==> src/rtl/smac_seq_ctrl_if.sv <==
// Scheduler/array-control bundle for the serial MAC sequencer.
// The scheduler drives start/abort; the sequencer drives status, plane select and array strobes.
interface smac_seq_ctrl_if #(
    parameter int unsigned PW = 4
);
    localparam int unsigned JW = (PW > 1) ? $clog2(PW) : 1;

    logic          start;
    logic          abort;
    logic          busy;
    logic          done;
    logic [JW-1:0] w_plane;
    logic          we_ar_mod;
    logic          se_ar_mod;
    logic          we_a;
    logic          we_w;
    logic          we_br;
    logic          we_neg;
    logic          MSB_a;
    logic          MSB_w;
    logic          we_ac1;
    logic          we_ac2;
    logic          cl_en_ac1;
    logic          cl_en_ac2;

    modport master (
        output start, abort,
        input  busy, done, w_plane,
        input  we_ar_mod, se_ar_mod, we_a, we_w, we_br, we_neg,
        input  MSB_a, MSB_w, we_ac1, we_ac2, cl_en_ac1, cl_en_ac2
    );

    modport slave (
        input  start, abort,
        output busy, done, w_plane,
        output we_ar_mod, se_ar_mod, we_a, we_w, we_br, we_neg,
        output MSB_a, MSB_w, we_ac1, we_ac2, cl_en_ac1, cl_en_ac2
    );
endinterface

==> src/rtl/smac_seq_ctrl.sv <==
// Control sequencer for the serial MAC array: walks Pw weight bit-planes x Pa activation bits
// per job and emits registered load/shift/accumulate/negate/clear strobes.
module smac_seq_ctrl #(
    parameter int unsigned M  = 16,
    parameter int unsigned PA = 8,
    parameter int unsigned PW = 4
) (
    input  logic          clk,
    input  logic          rst,
    smac_seq_ctrl_if.slave sif
);
    localparam int unsigned JW = (PW > 1) ? $clog2(PW) : 1;
    localparam int unsigned KW = $clog2(PA);

    if (M == 0 || PA < 2 || PW < 1) begin : g_param_err
        $error("smac_seq_ctrl: illegal parameters (need M>=1, PA>=2, PW>=1)");
    end

    typedef enum logic [2:0] {
        S_IDLE, S_LOAD, S_SHIFT, S_DRAIN, S_BR, S_AC2, S_DONE
    } state_e;

    typedef struct packed {
        logic          busy;
        logic          done;
        logic [JW-1:0] w_plane;
        logic          we_ar_mod;
        logic          se_ar_mod;
        logic          we_a;
        logic          we_w;
        logic          we_br;
        logic          we_neg;
        logic          msb_a;
        logic          msb_w;
        logic          we_ac1;
        logic          we_ac2;
        logic          cl_en_ac1;
        logic          cl_en_ac2;
    } ctrl_t;

    state_e        state_q, state_d;
    logic [KW-1:0] k_q, k_d;
    logic [JW-1:0] j_q, j_d;
    ctrl_t         out_q, out_d;

    always_ff @(posedge clk or posedge rst) begin
        if (rst) begin
            state_q <= S_IDLE;
            k_q     <= '0;
            j_q     <= '0;
            out_q   <= '0;
        end else begin
            state_q <= state_d;
            k_q     <= k_d;
            j_q     <= j_d;
            out_q   <= out_d;
        end
    end

    // Next state, then strobes decoded from the next state so the flops line up with state_q.
    always_comb begin
        state_d = state_q;
        k_d     = k_q;
        j_d     = j_q;
        out_d   = '0;

        if (sif.abort) begin
            state_d = S_IDLE;
            k_d     = '0;
            j_d     = '0;
        end else begin
            unique case (state_q)
                S_IDLE: begin
                    k_d = '0;
                    j_d = '0;
                    if (sif.start) state_d = S_LOAD;
                end
                S_LOAD: begin
                    k_d     = '0;
                    state_d = S_SHIFT;
                end
                S_SHIFT: begin
                    if (k_q == KW'(PA - 1)) begin
                        k_d     = '0;
                        state_d = S_DRAIN;
                    end else begin
                        k_d = k_q + KW'(1);
                    end
                end
                S_DRAIN: state_d = S_BR;
                S_BR:    state_d = S_AC2;
                S_AC2: begin
                    if (j_q == JW'(PW - 1)) begin
                        state_d = S_DONE;
                    end else begin
                        j_d     = j_q + JW'(1);
                        state_d = S_LOAD;
                    end
                end
                S_DONE: begin
                    j_d     = '0;
                    state_d = S_IDLE;
                end
                default: state_d = S_IDLE;
            endcase
        end

        unique case (state_d)
            S_LOAD: begin
                out_d.busy      = 1'b1;
                out_d.w_plane   = j_d;
                out_d.we_ar_mod = 1'b1;
                out_d.we_w      = 1'b1;
            end
            S_SHIFT: begin
                out_d.busy      = 1'b1;
                out_d.w_plane   = j_d;
                out_d.we_a      = 1'b1;
                out_d.se_ar_mod = (k_d != KW'(PA - 1));
                out_d.we_ac1    = (k_d != '0);
                out_d.cl_en_ac1 = (k_d == KW'(1));
            end
            S_DRAIN: begin
                out_d.busy    = 1'b1;
                out_d.w_plane = j_d;
                out_d.we_ac1  = 1'b1;
                out_d.msb_a   = 1'b1;
            end
            S_BR: begin
                out_d.busy    = 1'b1;
                out_d.w_plane = j_d;
                out_d.we_br   = 1'b1;
                out_d.we_neg  = (j_d == JW'(PW - 1));
                out_d.msb_w   = (j_d == JW'(PW - 1));
            end
            S_AC2: begin
                out_d.busy      = 1'b1;
                out_d.w_plane   = j_d;
                out_d.we_ac2    = 1'b1;
                out_d.cl_en_ac2 = (j_d == '0);
            end
            S_DONE:  out_d.done = 1'b1;
            default: out_d      = '0;
        endcase
    end

    assign sif.busy      = out_q.busy;
    assign sif.done      = out_q.done;
    assign sif.w_plane   = out_q.w_plane;
    assign sif.we_ar_mod = out_q.we_ar_mod;
    assign sif.se_ar_mod = out_q.se_ar_mod;
    assign sif.we_a      = out_q.we_a;
    assign sif.we_w      = out_q.we_w;
    assign sif.we_br     = out_q.we_br;
    assign sif.we_neg    = out_q.we_neg;
    assign sif.MSB_a     = out_q.msb_a;
    assign sif.MSB_w     = out_q.msb_w;
    assign sif.we_ac1    = out_q.we_ac1;
    assign sif.we_ac2    = out_q.we_ac2;
    assign sif.cl_en_ac1 = out_q.cl_en_ac1;
    assign sif.cl_en_ac2 = out_q.cl_en_ac2;
endmodule
==> src/flat_wrapper.sv <==
// flat-port wrapper written by rule: the top's interface ports become plain ports
module smac_seq_ctrl_flat 
#(
    parameter int unsigned M  = 16,
    parameter int unsigned PA = 8,
    parameter int unsigned PW = 4
)
  (clk, rst, sif_start, sif_abort, sif_busy, sif_done, sif_w_plane, sif_we_ar_mod, sif_se_ar_mod, sif_we_a, sif_we_w, sif_we_br, sif_we_neg, sif_MSB_a, sif_MSB_w, sif_we_ac1, sif_we_ac2, sif_cl_en_ac1, sif_cl_en_ac2);
  smac_seq_ctrl_if #(.PW(PW)) sif_i ();
  input  logic clk;
  input  logic rst;
  input wire logic [$bits(sif_i.start)-1:0] sif_start;
  input wire logic [$bits(sif_i.abort)-1:0] sif_abort;
  output wire logic [$bits(sif_i.busy)-1:0] sif_busy;
  output wire logic [$bits(sif_i.done)-1:0] sif_done;
  output wire logic [$bits(sif_i.w_plane)-1:0] sif_w_plane;
  output wire logic [$bits(sif_i.we_ar_mod)-1:0] sif_we_ar_mod;
  output wire logic [$bits(sif_i.se_ar_mod)-1:0] sif_se_ar_mod;
  output wire logic [$bits(sif_i.we_a)-1:0] sif_we_a;
  output wire logic [$bits(sif_i.we_w)-1:0] sif_we_w;
  output wire logic [$bits(sif_i.we_br)-1:0] sif_we_br;
  output wire logic [$bits(sif_i.we_neg)-1:0] sif_we_neg;
  output wire logic [$bits(sif_i.MSB_a)-1:0] sif_MSB_a;
  output wire logic [$bits(sif_i.MSB_w)-1:0] sif_MSB_w;
  output wire logic [$bits(sif_i.we_ac1)-1:0] sif_we_ac1;
  output wire logic [$bits(sif_i.we_ac2)-1:0] sif_we_ac2;
  output wire logic [$bits(sif_i.cl_en_ac1)-1:0] sif_cl_en_ac1;
  output wire logic [$bits(sif_i.cl_en_ac2)-1:0] sif_cl_en_ac2;
  assign sif_i.start = sif_start;
  assign sif_i.abort = sif_abort;
  assign sif_busy = sif_i.busy;
  assign sif_done = sif_i.done;
  assign sif_w_plane = sif_i.w_plane;
  assign sif_we_ar_mod = sif_i.we_ar_mod;
  assign sif_se_ar_mod = sif_i.se_ar_mod;
  assign sif_we_a = sif_i.we_a;
  assign sif_we_w = sif_i.we_w;
  assign sif_we_br = sif_i.we_br;
  assign sif_we_neg = sif_i.we_neg;
  assign sif_MSB_a = sif_i.MSB_a;
  assign sif_MSB_w = sif_i.MSB_w;
  assign sif_we_ac1 = sif_i.we_ac1;
  assign sif_we_ac2 = sif_i.we_ac2;
  assign sif_cl_en_ac1 = sif_i.cl_en_ac1;
  assign sif_cl_en_ac2 = sif_i.cl_en_ac2;
  smac_seq_ctrl #(.M(M), .PA(PA), .PW(PW)) u_core (.clk(clk), .rst(rst), .sif(sif_i));
endmodule
==> config.mk <==
export PLATFORM = sky130hd
export DESIGN_NAME = smac_seq_ctrl_flat
export DESIGN_NICKNAME = d
export VERILOG_FILES = /design/src/rtl/smac_seq_ctrl_if.sv /design/src/rtl/smac_seq_ctrl.sv /design/src/flat_wrapper.sv
export SDC_FILE = /design/constraint.sdc
export NUM_CORES = 1
export LEC_CHECK = 0
export ABC_AREA = 1
export CELL_PAD_IN_SITES_DETAIL_PLACEMENT = 1
export CELL_PAD_IN_SITES_GLOBAL_PLACEMENT = 1
export CORE_ASPECT_RATIO = 0.6
export CORE_MARGIN = 1.5
export CORE_UTILIZATION = 27
export CTS_BUF_LIST = sky130_fd_sc_hd__clkbuf_8
export CTS_CLUSTER_DIAMETER = 200
export DETAILED_ROUTE_END_ITERATION = 8
export HOLD_SLACK_MARGIN = 0.05
export PLACE_DENSITY = 0.66
export SLEW_MARGIN = 5
export SYNTH_ARGS = -nofsm -noshare
export SYNTH_HDL_FRONTEND = slang
export SYNTH_SLANG_ARGS = --single-unit
==> constraint.sdc <==
create_clock -name clk -period 4.83 [get_ports clk]
set_input_delay 0.966 -clock clk [delete_from_list [all_inputs] [get_ports clk]]
set_output_delay 0.966 -clock clk [all_outputs]
set_load 0.02 [all_outputs]
---- Word level (Yosys, flattened, before mapping) ----
Index checks and enable logic that the tools add are counted.
cells by class
  $add $sub $neg .......................... 2
  reduce and logical (&&, ||, !) cells .... 6
  equal/unequal tests ..................... 17
  muxes and demuxes ....................... 23
operators by type and width
  operator             count
  $eq 3x3->1 const B   7
  $mux 3               6
  $pmux 3 s6           1
  $eq 3x2->1 const B   4
  $mux 2               5
  $eq 3x1->1 const B   3
  $mux 1               8
  $pmux 3 s2           1
  $reduce_or 5->1      1
  $eq 2x2->1 const B   2
  $pmux 2 s2           1
  $reduce_or 2->1      2
  $add 3x1->3 const B  1
  $logic_not 3->1      1
  $ne 3x3->1 const B   1
  $reduce_bool 3->1    1
  $add 2x1->2 const B  1
  $logic_not 2->1      1
  $pmux 1 s2           1
storage, ports and cells
  register bits after elaboration ......... 23
  output and inout bits ................... 16
  word-level logic and storage cells ...... 65
  bits of input ports ..................... 4

---- Depth between registers and ports, before layout ----
  word-level depth ........................ 7
  gate-level depth with buffers ........... 10

---- Worst setup path after synthesis ----
Ideal clock, no wire load.
  kind .................................... input -> register
  from .................................... in sif_abort
  to ...................................... reg u_core.out_q (netlist bit u_core.sif.w_plane[0])
  setup slack ............................. 3.023 ns
  path buffers ............................ 0
  library setup time ...................... 0.122 ns
  stages on the path ...................... 6
  arrival time ............................ 1.686 ns
  cells stage by stage .................... nor2_4 inv_1 ha_1 inv_1 nor2_1 nor2_1
RTL lines
  item                    line                 source
  start: declaration      flat_wrapper.sv:13   input wire logic [$bits(sif_i.abort)-1:0] sif_abort;
  end signal: assignment  smac_seq_ctrl.sv:56  out_q <= out_d;
  end: declaration        smac_seq_ctrl.sv:44  ctrl_t out_q, out_d;

==> results_dict.tcl <==
set metrics [dict create \
    result_of_the_run "finished, final reports clean" \
    drt_iter0_drc 19 \
    synthTopCellsByCount "22 x sky130_fd_sc_hd__dfrtp_1, 21 x sky130_fd_sc_hd__nand2_1, 20 x sky130_fd_sc_hd__inv_1" \
    cp_max_fo 6 \
    cp_num_buf_inv 3 \
    layout-drive-gt1-share_pct 11.5 \
    worst_hold_slack_ps 625 \
    cts_tree "done" \
    reg2reg_depth 10 \
    cts_resized 0 \
    io_pins 20 \
    antenna_violations_before_repair 0 \
    num_vias 760 \
    finalHoldViolCount 0 \
    predominant_post_synthesis_flop_cell "sky130_fd_sc_hd__dfrtp_1" \
    nFillCells 413 \
    clock_tree.buffer_depth 2 \
    drt_drc_violations_left 0 \
    clk_pin_slew_ps 70 \
    syn_to_final_growth_pct 27.1 \
    yosys.cell_count.top_type "sky130_fd_sc_hd__dfrtp_1" \
    crit_slowest_cell "sky130_fd_sc_hd__clkdlybuf4s50_1" \
    synthesis.area_per_instance_um2 9.13 \
    core_outline_area_um2 3400 \
    numCtsBuffers 3 \
    port_buffers 19 \
    die-width_um 81.8 \
    route.detailed.wl_per_inst_um 12.9 \
    synthAdderAreaFrac_pct 3.74 \
    ir_worst_vdd_mv 0.125 \
    min-delay-path-class "reg2reg" \
    standard_cell_row_count 16 \
    die_height_um 50.3 \
    die-area_um2 4110 \
    cts_hold_buf 0 \
    yosysTopAreaCellShare_pct 54.8 \
    post_synth_num_cell_types 22 \
    ys_warn_count 0 \
    synthTopCellsByArea "sky130_fd_sc_hd__dfrtp_1 55%, sky130_fd_sc_hd__nand2_1 7.8%, sky130_fd_sc_hd__inv_1 7.5%" \
    worst_ep_required_time_ps 4970 \
    cts_root_buffer "sky130_fd_sc_hd__clkbuf_8" \
    post_synth_and_or_nand_nor_area_fraction_pct 26.9 \
    timing.final.crit_period_ps 2240 \
    cp_num_cells 7 \
    flip_flop_and_latch_count_after_synthesis 22 \
    critical_path_arrival_ps 2380 \
    p_per_area_nw_per_um2 274 \
    totalNegativeSetupSlack_ps 0 \
    syn-num-nets 117 \
    synth-edff-count 0 \
    antennaDiodeCount 0 \
    drt_pass1_iterations 4 \
    cts.sink_count 22 \
    start_util_pct 29.5 \
    groute.usage.overall_pct 12.6 \
    grt_max_degree 23 \
    synth_xor_xnor_area_share_pct 0 \
    worst_setup_path_start_kind "input port" \
    crit_family "buffers and inverters" \
    first_global_vias 804 \
    synth_compound_area_share_pct 4.86 \
    endpoint_kind "flop" \
    fin_skew_ps 2.76 \
    grt_setup_unrepaired "no" \
    max-slew-margin-rel_pct 46.3 \
    final_max_slew_viol_count 0 \
    async_s_r_ff_share_synth_pct 100 \
    synth_area_leader_cell "sky130_fd_sc_hd__dfrtp_1" \
    cts_setup_buffers 0 \
    insertion_delay_ps 250 \
    postSynthCellCount 110 \
    fin_crit_sh_pct 46.5 \
    synthesis.area_um2 1000 \
    overflow 0 \
    grt_pass1_wl_um 3800 \
    critical_path.max_stage_delay_ps 530 \
    htree_levels 1 \
    holdPathStages 3 \
    max_freq_mhz 446 \
    worst-setup-path-type "in2reg" \
    cap_violations 0 \
    antenna_violating_nets_post_route 0 \
    sequential_element_share_of_the_synthesized_area_pct 54.8 \
    finalSetupViolations 0 \
    sequence_of_cells_on_the_critical_path "clkdlybuf4s50_1, nor2_4, inv_1, ha_1, inv_1, nor2_1, nor2_1" \
    viasPerCell 4.34 \
    worst_pin_slew_ps 805 \
    final_net_count 139 \
    routed_wl_um 2260 \
    globalplace.congestion 0.728 \
    muxShareOfSynthArea_pct 0 \
    hpwl_after_detailed_placement_um 1720 \
    reg2reg_setup_slack_ps 3020 \
    synth_top_family_by_area "simple AND/OR/NAND/NOR gates" \
    leakage_power_total_nw 0.664 \
]
## where the power goes
part	leakage, nW	total (mW)	switching (mW)	internal [mW]
combinational	0.339	0.0494	0.0316	0.0177
sequential	0.303	0.194	0.00456	0.190
clock	0.0216	0.106	0.0510	0.0554
total	0.664	0.350	0.0872	0.263
## worst paths after layout
path,to,start
min in group asynchronous,u_core.sif.done,rst
setup reg to reg,u_core.sif.w_plane[1],u_core.state_q[1]
setup / recovery,u_core.sif.w_plane[1],sif_abort
max in group asynchronous,u_core.state_q[2],rst
hold / removal,u_core.sif.cl_en_ac1,u_core.k_q[1]
hold reg to reg,u_core.sif.cl_en_ac1,u_core.k_q[1]
## through the flow
step	total power, mW	worst slack [ps]	util (%)	area (um2)	cells
final	0.350	2590	37.5	1280	175
after global routing	0.370	2450	37.5	1280	175
after floorplan	0.228	3020	-	1000	110
after detailed placement	0.247	2330	36.3	1240	172
after CTS	0.360	2590	37.5	1280	175
after global placement	0.246	2400	36.3	1240	172
## kinds of logic (layout without fill, tap and decap cells)
kind of cell,Yosys count,count (layout)
and+or+nand+nor,52,52
adders and majority gates,3,3
buffers and inverters,24,44
DFF,22,22
AOI/OAI and AO/OA,9,9
## worst register-to-register path, cell delays in order (launching register included)
cell and delay [ps]:
sky130_fd_sc_hd__dfrtp_1 450, sky130_fd_sc_hd__inv_2 120, sky130_fd_sc_hd__nand3_2 120, sky130_fd_sc_hd__nor2_4 130, sky130_fd_sc_hd__nor2_2 70, sky130_fd_sc_hd__nor2_4 180, sky130_fd_sc_hd__inv_1 90, sky130_fd_sc_hd__ha_1 270
sky130_fd_sc_hd__inv_1 40, sky130_fd_sc_hd__nor2_1 160, sky130_fd_sc_hd__nor2_1 80
## sequential cells by signal (all words and copies together), names as in the netlist, 2 cells and up
signal,flops
u_core.k_q,3
u_core.state_q,3
u_core.j_q,2
u_core.sif.w_plane,2
## layer usage
| metal | up-vias | routed length, um | GRT usage [%] |
|---|---|---|---|
| met5 | - | 0 | 0 |
| met4 | 0 | 25 | 4.24 |
| met3 | 4 | 98 | 3.45 |
| met2 | 16 | 973 | 18.2 |
| met1 | 357 | 1160 | 18.0 |
| li1 | 383 | - | - |
## layout by cell type (no fill, tap or decap), drive strengths merged
| cell type | synthesis | routed |
|---|---|---|
| nand3b | 1 | 1 |
| nor4 | 1 | 1 |
| nand2 | 22 | 22 |
| dfrtp | 22 | 22 |
| o21ai | 4 | 4 |
| a31oi | 1 | 1 |
| nor3 | 2 | 2 |
| clkbuf | 0 | 3 |
| a21oi | 3 | 3 |
| ha | 3 | 3 |
| nand3 | 9 | 9 |
| o21bai | 1 | 1 |
| nor2 | 15 | 15 |
| nand4 | 2 | 2 |
| inv | 22 | 22 |
| clkdlybuf4s50 | 0 | 19 |
## area by class of cell
type                            count  area, um2  area share (%)
Multi-Input combinational cell     64        357            27.9
Inverter                           22       82.6            6.46
Timing Repair Buffer               19        190            14.9
Sequential cell                    22        551            43.1
Clock buffer                        3       41.3            3.23
Tap cell                           45       56.3            4.41
No activity file was read; power rests on OpenSTA's default activity.
